$ cat config.mk
export PLATFORM = sky130hd
export DESIGN_NAME = int_fp_converter
export DESIGN_NICKNAME = d
export VERILOG_FILES = /design/src/rtl/int_fp_converter.sv
export SDC_FILE = /design/constraint.sdc
export NUM_CORES = 1
export LEC_CHECK = 0
export ABC_CLOCK_PERIOD_IN_PS = 10200
export BUFFER_PORTS_ARGS = -buffer_cell sky130_fd_sc_hd__buf_2
export CORE_UTILIZATION = 24
export DETAILED_ROUTE_END_ITERATION = 16
export GPL_ROUTABILITY_DRIVEN = 1
export REMOVE_ABC_BUFFERS = 1
export SLEW_MARGIN = 40
export SYNTH_ARGS = -nofsm -noshare
export SYNTH_HDL_FRONTEND = slang
export SYNTH_SLANG_ARGS = --single-unit
$ cat constraint.sdc
create_clock -name clk_i -period 10.2 [get_ports clk_i]
set_input_delay 0 -clock clk_i [delete_from_list [all_inputs] [get_ports clk_i]]
set_output_delay 0 -clock clk_i [all_outputs]
set_load 0.005 [all_outputs]
$ cat src/rtl/int_fp_converter.sv
// int_fp_converter: integer to floating-point converter, 2-stage valid/ready pipeline.
//
// Stage 1 takes sign/magnitude and finds the leading-one position. Stage 2 normalises,
// rounds (nearest-even or truncate, chosen per sample), detects overflow and packs the result.
//
// Ports
//   clk_i       clock, rising edge
//   rst_ni      asynchronous active-low reset
//   int_i       integer sample (two's complement when SIGNED != 0)
//   rnd_mode_i  0: round-nearest-even, 1: truncate toward zero
//   valid_i     int_i/rnd_mode_i valid
//   ready_o     converter can accept this cycle
//   fp_o        {sign, exp, frac} result
//   ovf_o       result saturated to infinity
//   inexact_o   result differs from the exact integer value
//   valid_o     fp_o/ovf_o/inexact_o valid
//   ready_i     downstream accepts this cycle
module int_fp_converter #(
    parameter int unsigned INT_WIDTH    = 16,
    parameter int unsigned SIGNED       = 1,
    parameter int unsigned EXP_WIDTH    = 5,
    parameter int unsigned FRAC_WIDTH   = 10,
    parameter int unsigned FP_WIDTH_REG = 1 + EXP_WIDTH + FRAC_WIDTH
) (
    input  logic                    clk_i,
    input  logic                    rst_ni,
    input  logic [INT_WIDTH-1:0]    int_i,
    input  logic                    rnd_mode_i,
    input  logic                    valid_i,
    output logic                    ready_o,
    output logic [FP_WIDTH_REG-1:0] fp_o,
    output logic                    ovf_o,
    output logic                    inexact_o,
    output logic                    valid_o,
    input  logic                    ready_i
);

    localparam int unsigned EXP_MAX = 2 ** EXP_WIDTH - 1;
    localparam int unsigned BIAS    = 2 ** (EXP_WIDTH - 1) - 1;
    localparam int unsigned PW      = $clog2(INT_WIDTH);
    // Wide enough for left shifts up to FRAC_WIDTH and the mantissa plus carry.
    localparam int unsigned WW      = INT_WIDTH + FRAC_WIDTH + 2;
    localparam int unsigned MW      = FRAC_WIDTH + 2;
    // Holds BIAS + largest leading-one index + carry without wrapping.
    localparam int unsigned EW      = EXP_WIDTH + PW + 2;

    localparam logic [EXP_WIDTH-1:0] EXP_CODE = EXP_WIDTH'(EXP_MAX);

    // ---------------- Stage 1 ----------------
    logic                 s1_v_q, s1_sign_q, s1_rne_q;
    logic [INT_WIDTH-1:0] s1_mag_q;
    logic [PW-1:0]        s1_p_q;

    logic                 sign_d;
    logic [INT_WIDTH-1:0] mag_d;
    logic [PW-1:0]        p_d;
    logic                 s1_ready, s2_ready;

    assign s2_ready = !valid_o || ready_i;
    assign s1_ready = !s1_v_q || s2_ready;
    assign ready_o  = s1_ready;

    always_comb begin
        sign_d = (SIGNED != 0) && int_i[INT_WIDTH-1];
        // Negating the most negative value wraps back onto itself, which is the correct
        // unsigned magnitude 2**(INT_WIDTH-1).
        mag_d  = sign_d ? (~int_i + 1'b1) : int_i;
        p_d    = '0;
        for (int i = 0; i < int'(INT_WIDTH); i++) begin
            if (mag_d[i]) p_d = PW'(i);
        end
    end

    always_ff @(posedge clk_i or negedge rst_ni) begin
        if (!rst_ni) begin
            s1_v_q    <= 1'b0;
            s1_sign_q <= 1'b0;
            s1_rne_q  <= 1'b0;
            s1_mag_q  <= '0;
            s1_p_q    <= '0;
        end else if (s1_ready) begin
            s1_v_q <= valid_i;
            if (valid_i) begin
                s1_sign_q <= sign_d;
                s1_rne_q  <= !rnd_mode_i;
                s1_mag_q  <= mag_d;
                s1_p_q    <= p_d;
            end
        end
    end

    // ---------------- Stage 2 ----------------
    logic [WW-1:0]           ext, mask;
    logic [MW-1:0]           m_base, m_r;
    logic [FRAC_WIDTH-1:0]   frac;
    logic [EW-1:0]           e;
    logic                    guard, sticky, inc, carry;
    int unsigned             p_int, sh;
    logic [FP_WIDTH_REG-1:0] fp_d;
    logic                    ovf_d, inexact_d;
    logic                    unused_hidden;

    always_comb begin
        ext    = WW'(s1_mag_q);
        p_int  = int'(s1_p_q);
        sh     = 0;
        mask   = '0;
        m_base = '0;
        m_r    = '0;
        guard  = 1'b0;
        sticky = 1'b0;
        inc    = 1'b0;
        carry  = 1'b0;
        frac   = '0;
        if (p_int <= FRAC_WIDTH) begin
            frac = FRAC_WIDTH'(ext << (FRAC_WIDTH - p_int));
        end else begin
            sh     = p_int - FRAC_WIDTH;
            m_base = MW'(ext >> sh);
            guard  = 1'(ext >> (sh - 1));
            mask   = (WW'(1) << (sh - 1)) - WW'(1);
            sticky = |(ext & mask);
            inc    = s1_rne_q && guard && (sticky || m_base[0]);
            m_r    = m_base + MW'(inc);
            carry  = m_r[FRAC_WIDTH+1];
            frac   = carry ? '0 : m_r[FRAC_WIDTH-1:0];
        end
        e = EW'(BIAS) + EW'(s1_p_q) + EW'(carry);

        if (s1_mag_q == '0) begin
            fp_d      = '0;
            ovf_d     = 1'b0;
            inexact_d = 1'b0;
        end else if (e >= EW'(EXP_MAX)) begin
            fp_d      = {s1_sign_q, EXP_CODE, {FRAC_WIDTH{1'b0}}};
            ovf_d     = 1'b1;
            inexact_d = 1'b1;
        end else begin
            fp_d      = {s1_sign_q, e[EXP_WIDTH-1:0], frac};
            ovf_d     = 1'b0;
            inexact_d = guard || sticky;
        end
    end

    // Hidden bit is implied by the exponent and not stored.
    assign unused_hidden = m_r[FRAC_WIDTH];

    always_ff @(posedge clk_i or negedge rst_ni) begin
        if (!rst_ni) begin
            valid_o   <= 1'b0;
            fp_o      <= '0;
            ovf_o     <= 1'b0;
            inexact_o <= 1'b0;
        end else if (s2_ready) begin
            valid_o <= s1_v_q;
            if (s1_v_q) begin
                fp_o      <= fp_d;
                ovf_o     <= ovf_d;
                inexact_o <= inexact_d;
            end
        end
    end

endmodule

After elaboration in Yosys (flattened, before gate mapping)
Cells that the tools add are included.
Operators by class
  shift operators: 4
  $lt $le $gt $ge: 2
  $add $sub $neg: 8
  bitwise gates (word level): 2
  muxes and demuxes: 27
  reduce and logical (&&, ||, !) cells: 13
Operator list (number)
  4-bit two-way mux: 11
  16-bit two-way mux: 2
  1-bit by 32-bit left shift with 28-bit output (first input constant): 1
  16-bit by 32-bit left shift with 10-bit output: 1
  16-bit by 32-bit >> shifter with 1-bit output: 1
  16-bit by 32-bit >> shifter with 12-bit output: 1
  16-bit by 28-bit bitwise AND with 28-bit output: 1
  28-bit OR reduction: 1
  28-bit by 2-bit subtractor with 28-bit output (second input constant): 1
  10-bit two-way mux: 2
  16-bit by 1-bit adder with 16-bit output (second input constant): 1
  16-bit logical NOT: 1
  16-bit inverter: 1
  15-bit two-way mux: 1
  12-bit by 1-bit adder with 12-bit output: 1
  1-bit two-way mux: 8
  5-bit by 1-bit adder with 6-bit output: 1
  6-bit by 5-bit >= comparator with 1-bit output (second input constant): 1
  5-bit by 2-bit subtractor with 6-bit output (second input constant): 1
  4-bit by 4-bit adder with 5-bit output (first input constant): 1
  4-bit by 4-bit subtractor with 5-bit output (first input constant): 1
  4-bit by 4-bit subtractor with 5-bit output (second input constant): 1
  4-bit less-or-equal comparator (second input constant): 1
  1-bit logical OR: 4
  5 further kinds: 10
Storage, ports and cells
  bits of input ports: 21
  word-level logic and storage cells: 65
  register bits: 42
  output and inout port bits: 20

Logic depth before layout (Yosys ltp)
Gate-level depths: netlist (run 1).
  depth after elaboration: 18
  depth in mapped cells: 21
  depth with buffers taken out: 18

Worst setup path after synthesis (run 1)
Ideal clock, no wire load.
  path kind: register -> register
  start: reg s1_p_q[0]
  end: reg fp_o[9]
  slack: 5805 ps
  data arrival time: 4305 ps
  path buffers: 3
  clock period less this slack: 4395 ps
  library setup time: 90 ps
  required time: 10110 ps
  stages on the path, launching flop included: 20
  cell sequence: dfrtp_1 inv_1 clkbuf_1 ha_1 buf_2 mux2_2 mux4_2 nor2_1 nor3_2 nand4b_4 nor4b_1 nor2_1 ha_1 ha_1 nand4_1 o31ai_1 nor3b_1 or4_1 buf_4 o31ai_4
Between the ends
  longest elaborated chain between the ends: 14
  elaborated cells on any way between the ends: 23
  those cells by class: add/sub: 7; order compare: 2; shift: 4; mux: 5; bitwise: 1; reduce/logical: 4
RTL lines
  start: declaration: RTL line 52  | logic [PW-1:0] s1_p_q;
  start signal: assignment: RTL line 87  | s1_p_q <= p_d;
  4-bit by 4-bit subtractor with 5-bit output: RTL line 118  | sh = p_int - FRAC_WIDTH;
  5-bit by 2-bit subtractor with 6-bit output: RTL line 120, 121
  1-bit by 32-bit left shift with 28-bit output: RTL line 121  | mask = (WW'(1) << (sh - 1)) - WW'(1);
  28-bit by 2-bit subtractor with 28-bit output: RTL line 121
  16-bit by 28-bit bitwise AND with 28-bit output: RTL line 122  | sticky = |(ext & mask);
  28-bit OR reduction: RTL line 122
  1-bit logical OR: RTL line 123  | inc = s1_rne_q && guard && (sticky || m_base[0]);
  1-bit logical AND: RTL line 123
  12-bit by 1-bit adder with 12-bit output: RTL line 124  | m_r = m_base + MW'(inc);
  1-bit two-way mux: RTL line 115  | if (p_int <= FRAC_WIDTH) begin
  5-bit by 1-bit adder with 6-bit output: RTL line 128  | e = EW'(BIAS) + EW'(s1_p_q) + EW'(carry);
  6-bit by 5-bit >= comparator with 1-bit output: RTL line 134  | end else if (e >= EW'(EXP_MAX)) begin
  15-bit two-way mux (*): RTL line 134
  16-bit two-way mux (*): RTL line 130  | if (s1_mag_q == '0) begin
  end signal: assignment: RTL line 157  | fp_o <= fp_d;
  end: declaration: RTL line 31  | output logic [FP_WIDTH_REG-1:0] fp_o,
Every way passes the cells marked *; elsewhere a longest branch is shown, timed or not.
A chain may end at the register's enable or synchronous reset.

Final worst setup path (run 1)
  start: reg s1_p_q[1]
  end: reg fp_o[9]
Same word-level chain as after synthesis.

==> results of run 1 <==
==> worst paths after layout <==
path,start,to,slack (ns),depth (start not counted)
setup reg to reg,s1_p_q[1]$_DFFE_PN0P_,fp_o[9]$_DFFE_PN0P_,4.38,18
max in group asynchronous,rst_ni,s1_p_q[0]$_DFFE_PN0P_,9.46,3
hold / removal,int_i[0],s1_mag_q[0]$_DFFE_PN0P_,0.02,3
min in group asynchronous,rst_ni,fp_o[4]$_DFFE_PN0P_,0.30,3
setup / recovery,s1_p_q[1]$_DFFE_PN0P_,fp_o[9]$_DFFE_PN0P_,4.38,18
hold reg to reg,fp_o[7]$_DFFE_PN0P_,fp_o[7]$_DFFE_PN0P_,0.48,2
==> critical path, stage by stage (launching register included) <==
cell	delay [ns]
dfrtp_1	0.72
inv_1	0.25
ha_1	0.30
inv_1	0.06
ha_1	0.67
inv_1	0.40
xnor2_1	0.50
nor2_1	0.11
nor3_2	0.35
nand4b_4	0.20
nor4b_1	0.40
nor2_1	0.08
ha_1	0.20
ha_1	0.24
nand4_1	0.10
o31ai_1	0.08
nor3b_1	0.16
or4_1	0.62
o31ai_4	0.30
==> flip-flops by register name, indices dropped and copies added (netlist names) <==
name	flops
s1_v_q	1
valid_o	1
s1_rne_q	1
inexact_o	1
ovf_o	1
s1_mag_q	16
s1_sign_q	1
fp_o	16
s1_p_q	4
==> cell usage after synthesis (all sizes together) (3+ instances only) <==
library cell	count	area share [%]
o221ai	4	0.81
a21boi	4	0.69
nor2b	4	0.58
nor3	10	1.3
dfrtp	42	24
o2111ai	5	1.0
and3	3	0.43
o21a	3	0.52
a22oi	8	1.4
nor2	29	2.5
xor2	14	3.0
a21o	3	0.52
nand3	10	1.2
nor4	9	1.3
a221oi	3	0.60
or3	4	0.58
mux4	7	3.7
and2	4	0.58
buf	19	3.0
o211ai	7	1.2
nand3b	4	0.69
mux2	8	2.1
nand2b	6	0.86
o31ai	10	2.0
nand4	11	1.9
a31oi	4	0.58
inv	18	1.6
o41ai	4	0.81
o22ai	14	2.2
ha	12	3.5
xnor2	10	2.0
nand2	84	7.2
a21oi	26	3.3
o21ai	51	6.0
clkbuf	22	1.9
mux2i	32	7.5
==> kinds of logic (layout without fill, tap and decap cells) <==
family	Yosys count	count (layout)	synth area share [%]
DFF	42	42	24.2
xor gates and xnor gates	24	24	5.01
and+or+nand+nor	188	188	21.4
muxes	47	47	13.2
AOI/OAI and AO/OA	169	169	26.3
buffers and inverters	59	72	6.47
adders and majority gates	12	12	3.45
==> per-layer routing <==
layer / track usage [%] / vias to the layer above
met2: 21.7 / 176
met4: 7.04 / 0
met1: 18.7 / 2031
li1: - / 2065
met3: 2.00 / 37
met5: 0 / -
==> metrics by stage <==
step | std cells | hold slack (ns) | setup WS [ns] | total power (uW) | utilization [%]
3_5_place_dp | 768 | 0.0976 | 4.39 | 822 | 26.6
4_1_cts | 779 | 0.0200 | 4.36 | 1040 | 27.9
6_report | 779 | 0.0210 | 4.38 | 1040 | 27.9
5_1_grt | 779 | 0.0297 | 3.96 | 1120 | 27.9
2_1_floorplan | 500 | -0.296 | 4.28 | 664 | -
3_3_place_gp | 768 | 0.0943 | 3.90 | 824 | 26.6
==> repair_timing <==
action / in CTS / in global routing
hold buffers: 3 / 0
setup buffers: 0 / 0
setup endpoints to repair: 0 / 0
endpoints found under the hold margin: 44 / 0
==> area by class of cell <==
| class | count | area share, % |
|---|---|---|
| timing repair buffer | 46 | 5.18 |
| tap | 225 | 5.77 |
| multi-input combinational | 440 | 62.1 |
| clock buffer | 5 | 2.56 |
| clock inverter | 3 | 1.41 |
| inverter | 18 | 1.38 |
| sequential | 42 | 21.6 |
==> report_power, final <==
group	internal, uW	switching (uW)
registers	207	67.6
clock network	141	69.2
logic	234	323
==> qor.yml, run 1 <==
sta:
  finalCritPeriodShare_pct: 57.1
  period_needed_ns: 5.82
  worstMarginPinSlew_ns: 0.832
  finalMaxSlewViolations: 0
  finalHoldViolations: 0
  setup_tns_ns: 0
  maxSlewHeadroom_pct: 44.5
  finalSetupViolCount: 0
  fin_skew_ns: 0.00305
  rsz0062_at_grt: "false"
  max_freq_mhz: 172
grt:
  grtUsageTotal_pct: 13.9
  grt_start_max_net_pins: 50
  grt_pass1_vias: 3950
  grt_pass1_wl_um: 20700
  antenna_found_initial: 0
  gr-total-overflow: 0
detailed_routing:
  wl_per_cell_um: 16.2
  postRouteAntennaNets: 0
  remaining_drc_errors: 0
  via_per_inst: 5.53
  vias: 4309
  m1WireLength_um: 5670
  firstDrtPassIters: 5
  wl_met2_um: 5740
  met3_length_um: 731
  finalWirelength_um: 12600
  drt-initial-drc-count: 398
  top_layer_used: "met4"
setup_path:
  critPathLaunchType: "flop"
  worstPathArrival_ns: 6.03
  crit_path_end_kind: "flop"
  critPathMaxFanout: 23
  worstSetupPathType: "reg -> reg"
  required_ns: 10.41
die:
  dieArea_um2: 18700
  die_y_um: 137
  rows: 48
  start_util_pct: 24.9
  die_width_um: 137
  io_pins: 41
  core_um2: 17500
layout:
  layout_common_cells: "nand2_1 (83), dfrtp_1 (41), o21ai_0 (40), buf_2 (40), mux2i_1 (31)"
  area_delta_synth_final_pct: 12.2
  drive_above_1_share_pct: 14.4
  fin_area_um2: 4880
  nets: 586
  fillers: 1852
  multi_input_area_um2: 3030
  regArea_um2: 1050
  antenna_cells_inserted: 0
  final_common_cell: "nand2_1"
synth:
  yosysWarnings: 0
  syn_area_per_cell_um2: 8.04
  synth_ff_type: "dfrtp_1"
  syn_area_um2: 4350
  synth_seq_area_share_pct: 24.2
  syn_inst: 541
  ys_types: 78
  async_reset_ff_share_pct: 100
  synth_seq_cells: 42
  synth_edf_count: 0
power_and_ir_drop:
  pwr_density_cell_nw_per_um2: 213
  vdd_drop_max_uv: 98.8
  p_leak_uw: 0.00199
clocking:
  cts_tree: "done"
  cts_resized: 0
  htreeDepth: 2
  clock_latency_ns: 0.29
  numCtsBuffers: 5
  cts_sinks: 42
  cts_root_buffer: "clkbuf_16"
  cts.path.max_buffers: 2
  cts.clk_slew.worst_paths_ns: 0.06
place:
  dpl_cell_area_um2: 4650
  hpwl_um: 9270
  port_buffers: 40
  gp_congestion: 0.914
hold_path:
  hold_class: "in -> reg"
flow_run:
  drv_cap: 0
outcome:
  status: "completed"
No activity file was read; power rests on OpenSTA's default activity.
==> inputs of run 2 (changes only) <==
ABC_CLOCK_PERIOD_IN_PS = 5350   (was 10200)
clock period = 5.35 ns   (was 10.2 ns; I/O delays follow)
==> qor.yml, run 2 (same netlist as run 1, synthesis figures left out) <==
sta:
  finalMaxSlewViolations: 0
  fin_skew_ns: 0.00307
  finalSetupViolCount: 0
  period_needed_ns: 5.01
  rsz0062_at_grt: "false"
  finalCritPeriodShare_pct: 93.6
  finalHoldViolations: 0
  max_freq_mhz: 200
  final.setup.worst_slack_ns: 0.341
  maxSlewHeadroom_pct: 54.8
  worstMarginPinSlew_ns: 0.673
clocking:
  cts_resized: 0
  cts.path.max_buffers: 2
  cts.clk_slew.worst_paths_ns: 0.06
  cts_root_buffer: "clkbuf_16"
  numCtsBuffers: 5
  cts_sinks: 42
  cts_tree: "done"
  clock_latency_ns: 0.29
  htreeDepth: 2
setup_path:
  slowest_delay_ns: 0.73
  worstSetupPathType: "reg -> reg"
  critPathLaunchType: "flop"
  crit_chain: "inv_1 > ha_1 > xor2_2 > mux4_2 > nor2_1 > nor3_2 > nand4b_4 > nor4b_1 > nor2_1 > ha_1 > ha_1 > nand4_1 > o31ai_1 > nor3b_1 > or4_1 > o31ai_4"
  cpMaxStageDelayCell: "ha_1"
  crit_path_end_kind: "flop"
  crit_top_cell: "ha_1"
  required_ns: 5.56
  worstPathArrival_ns: 5.21
  rr_worst_depth: 16
  critPathMaxFanout: 15
layout:
  final_common_cell: "nand2_1"
  drive_above_1_share_pct: 15.5
  area_delta_synth_final_pct: 12.8
  layout_common_cells: "nand2_1 (83), dfrtp_1 (41), o21ai_0 (40), buf_2 (40), mux2i_1 (31)"
  top_regs: "fp_o: 16 flops, s1_mag_q: 16 flops, s1_p_q: 4 flops"
  fin_area_um2: 4910
  nets: 594
  antenna_cells_inserted: 0
detailed_routing:
  firstDrtPassIters: 5
  drt-initial-drc-count: 400
  via_per_inst: 5.48
  finalWirelength_um: 13100
  vias: 4310
  wl_per_cell_um: 16.6
  postRouteAntennaNets: 0
  remaining_drc_errors: 0
die:
  die_y_um: 137
  rows: 48
  io_pins: 41
  die_width_um: 137
  core_um2: 17500
  dieArea_um2: 18700
  start_util_pct: 24.9
outcome:
  status: "completed"
power_and_ir_drop:
  vdd_drop_max_uv: 170
  pwr_density_cell_nw_per_um2: 400
  p_leak_uw: 0.00202
place:
  dpl_cell_area_um2: 4710
  dp_slack_ns: 0.412
  gp_congestion: 0.906
  port_buffers: 40
  hpwl_um: 9580
grt:
  antenna_found_initial: 0
  grtUsageTotal_pct: 14.6
  grt_pass1_vias: 4035
  grt_pass1_wl_um: 21700
  grt_start_max_net_pins: 49
  gr-total-overflow: 0
flow_run:
  drv_cap: 0
hold_path:
  min_path_cells: 3
  hold_class: "in -> reg"
-- run 2: metal layers --
layer / track usage [%] / wire length, um
met2: 23.0 / 5970
met5: 0 / 0
met4: 6.23 / 441
met1: 20.0 / 5990
met3: 1.93 / 651
-- run 2: metrics by stage --
step                      TNS, ns  power, uW  instances  util, %  hold slack [ns]
after global placement          0       1600        776     26.9           0.0950
after CTS                       0       1950        787     28.1           0.0246
after global routing            0       2110        787     28.1           0.0639
final                           0       1960        787     28.1           0.0279
after detailed placement        0       1600        776     27.0            0.100
after floorplan             -4.84       1270        500        -           -0.296
-- run 2: power breakdown --
group          switching [uW]  total [uW]  internal [uW]
Combinational             661        1130            465
Clock                     129         347            218
Sequential               96.3         491            395
Total                     886        1960           1080
-- run 2: final cells by class --
type	instances	area, um2
sequential	42	1050
clock inverter	3	40.0
fill	1883	12600
clock buffer	5	125
inverter	18	67.6
tap	225	282
multi-input combinational	440	3030
timing repair buffer	54	313
-- run 2: worst paths after layout --
check / slack [ns] / start / to
hold / removal: 0.03 / ready_i / valid_o$_DFFE_PN0P_
min in group asynchronous: 0.31 / rst_ni / fp_o[4]$_DFFE_PN0P_
setup / recovery: 0.34 / s1_p_q[2]$_DFFE_PN0P_ / fp_o[9]$_DFFE_PN0P_
max in group asynchronous: 4.62 / rst_ni / s1_p_q[0]$_DFFE_PN0P_
setup reg to reg: 0.34 / s1_p_q[2]$_DFFE_PN0P_ / fp_o[9]$_DFFE_PN0P_
hold reg to reg: 0.47 / ovf_o$_DFFE_PN0P_ / ovf_o$_DFFE_PN0P_
-- run 2: timing repair --
item | CTS | global route
hold endpoints to repair | 44 | 0
buffers inserted | 0 | 0
hold buffers | 3 | 0
-- run 2: worst max-delay path: cells and delay by family (launching register included) --
family	cells	cell delay, ns
XOR/XNOR	1	0.29
AO/OA/AOI/OAI	2	0.38
adder cells (fa/ha/maj)	3	1.16
flip-flops	1	0.60
buffers and inverters	1	0.21
multiplexers	1	0.27
AND/OR/NAND/NOR	8	1.99
==> inputs of run 3 (changes only) <==
ABC_AREA = 1   (was not set)
ABC_CLOCK_PERIOD_IN_PS = not set   (was 5350)
==> qor.yml, run 3 <==
outcome:
  status: "completed"
setup_path:
  critPathLaunchType: "flop"
  rr_worst_depth: 26
  reg2reg_slack_ns: 0.46
  critPathMaxFanout: 15
  worstSetupPathType: "reg -> reg"
  worstReg2RegEnd: "fp_o[8]$_DFFE_PN0P_"
  worstPathArrival_ns: 5.12
  r2r_start: "s1_p_q[1]$_DFFE_PN0P_"
  crit_path_end_kind: "flop"
  required_ns: 5.58
clocking:
  cts_root_buffer: "clkbuf_16"
  cts_sinks: 42
  cts.path.max_buffers: 2
  cts_tree: "done"
  cts_setup_buffers: 0
  htreeDepth: 2
  numCtsBuffers: 5
  clock_latency_ns: 0.29
  cts.clk_slew.worst_paths_ns: 0.06
die:
  core_um2: 18100
  dieArea_um2: 19200
  start_util_pct: 24.7
  die_y_um: 138
  rows: 49
  io_pins: 41
  die_width_um: 138
synth:
  yosys-top-cells-area: "dfrtp_1 (24%), nand2_1 (20%), nand3_1 (9.3%)"
  async_reset_ff_share_pct: 100
  post-synth-top-count-cell: "nand2_1"
  synth_ff_type: "dfrtp_1"
  synth_seq_area_share_pct: 23.5
  synth_edf_count: 0
  synth.largest_area_cell: "dfrtp_1"
  syn_area_per_cell_um2: 6.07
  syn_area_um2: 4460
  syn_inst: 736
  synth_seq_cells: 42
  yosysTopAreaCellShare_pct: 23.5
  synthTopCellsByCount: "nand2_1 (232), nand3_1 (83), inv_1 (78)"
  yosysWarnings: 0
  ys_types: 47
place:
  dpl_cell_area_um2: 4870
  port_buffers: 40
  gp_congestion: 0.906
  hpwl_um: 10400
detailed_routing:
  wl_per_cell_um: 13.5
  via_per_inst: 4.98
  vias: 4967
  remaining_drc_errors: 0
  firstDrtPassIters: 5
  finalWirelength_um: 13500
  postRouteAntennaNets: 0
  drt-initial-drc-count: 420
flow_run:
  drv_cap: 0
sta:
  setup_tns_ns: 0
  rsz0062_at_grt: "false"
  max_freq_mhz: 205
  period_needed_ns: 4.89
  finalHoldViolations: 0
  fin_skew_ns: 0.00512
  worstMarginPinSlew_ns: 0.681
  finalCritPeriodShare_pct: 91.4
  maxSlewHeadroom_pct: 54.5
  finalMaxSlewViolations: 0
  timing.hold.ws_ns: 0.0406
  finalSetupViolCount: 0
layout:
  fin_util_pct: 28.0
  fin_area_um2: 5070
  multi_input_area_um2: 2960
  nets: 800
  fillers: 1995
  area_delta_synth_final_pct: 13.6
  final_common_cell: "nand2_1"
  regArea_um2: 1050
  layout_common_cells: "nand2_1 (232), nand3_1 (83), inv_1 (78), o21ai_0 (61), nor2_1 (59)"
  drive_above_1_share_pct: 11.2
  top_regs: "fp_o: 16 flops, s1_mag_q: 16 flops, s1_p_q: 4 flops"
  antenna_cells_inserted: 0
hold_path:
  hold_start: "int_i[0]"
  hold_class: "in -> reg"
  holdPathEnd: "s1_mag_q[0]$_DFFE_PN0P_"
  min_path_cells: 3
power_and_ir_drop:
  vdd_drop_max_uv: 181
  pwr_density_cell_nw_per_um2: 398
  power_uw: 2020
  p_leak_uw: 0.00262
grt:
  gr-total-overflow: 0
  antenna_found_initial: 0
  grtUsageTotal_pct: 14.0
  grt_pass1_wl_um: 22100
  grt_start_max_net_pins: 43
  grt_pass1_vias: 4425
## run 3: cell types whose count changed in the layout (fill, tap and decap cells not counted), sizes merged, moves of 13 or more
cell   change
mux2i     -31
nand2    +152
o22ai     -13
nor2      +38
inv       +64
nand3     +76
o21ai     +18
## run 3: through the flow
step	setup WS [ns]	instances
detailed placement	0.482	986
global placement	0.658	986
global route	0.0561	997
floorplan	0.455	708
finish	0.462	997
CTS	0.426	997
## run 3: metal layers
metal / global-route usage (%) / share of wire (%)
met5: 0 / 0
met4: 4.49 / 2.1
met1: 19.2 / 47
met2: 22.6 / 46
met3: 1.97 / 5.2
## run 3: layout make-up
class / instances / share of cell area (%)
multi-input combinational: 583 / 58.3
sequential: 42 / 20.7
inverter: 83 / 6.14
timing repair buffer: 52 / 5.92
tap: 229 / 5.65
clock buffer: 8 / 3.28
## run 3: cell families (layout without fill, tap and decap cells)
logic type               count (synthesis)  after routing  share of synthesized area (%)
AO/OA/AOI/OAI                          123            123                           16.6
XOR/XNOR                                18             18                           3.53
adder cells (fa/ha/maj)                 12             12                           3.36
buffers and inverters                  111            143                           10.3
flip-flops                              42             42                           23.5
multiplexers                             1              1                          0.224
AND/OR/NAND/NOR                        429            429                           42.5
## run 3: worst max-delay path by stage
stage | from | depth (start not counted) | slack (ns) | end
3_5_place_dp | s1_p_q[1]$_DFFE_PN0P_ | 26 | 0.48 | fp_o[8]$_DFFE_PN0P_
5_1_grt | s1_p_q[1]$_DFFE_PN0P_ | 26 | 0.06 | fp_o[8]$_DFFE_PN0P_
4_1_cts | s1_p_q[1]$_DFFE_PN0P_ | 26 | 0.43 | fp_o[8]$_DFFE_PN0P_
3_3_place_gp | s1_p_q[1]$_DFFE_PN0P_ | 26 | 0.66 | fp_o[8]$_DFFE_PN0P_
2_1_floorplan | s1_p_q[0]$_DFFE_PN0P_ | 24 | 0.45 | fp_o[8]$_DFFE_PN0P_
6_report | s1_p_q[1]$_DFFE_PN0P_ | 26 | 0.46 | fp_o[8]$_DFFE_PN0P_
## run 3: worst max-delay path, cell delays in order, from the launching register on
cell	delay [ns]
dfrtp_1	0.38
inv_2	0.26
ha_1	0.25
inv_1	0.07
ha_2	0.49
nor2_1	0.16
nor2_2	0.29
nand2_1	0.09
o211ai_1	0.09
nand3_1	0.11
a21boi_2	0.20
nand4_2	0.17
nor2_2	0.19
nand3_1	0.11
nand2_2	0.11
nand2_4	0.10
ha_1	0.26
ha_1	0.23
xnor2_1	0.18
nor3_1	0.06
nand4_1	0.07
inv_1	0.06
nor2_1	0.34
inv_1	0.17
a21oi_1	0.21
o211ai_2	0.11
nand2_1	0.06
## run 3: where the power goes
group | switching, uW | total [uW] | internal [uW]
sequential | 65.7 | 469 | 403
clock | 126 | 338 | 211
combinational | 811 | 1210 | 403
total | 1000 | 2020 | 1020
## run 3: what timing repair did
action	4_1_cts	5_1_grt
endpoints found under the setup margin	0	3
hold buffers	3	0
hold endpoints to repair	44	0
resized for setup	0	1
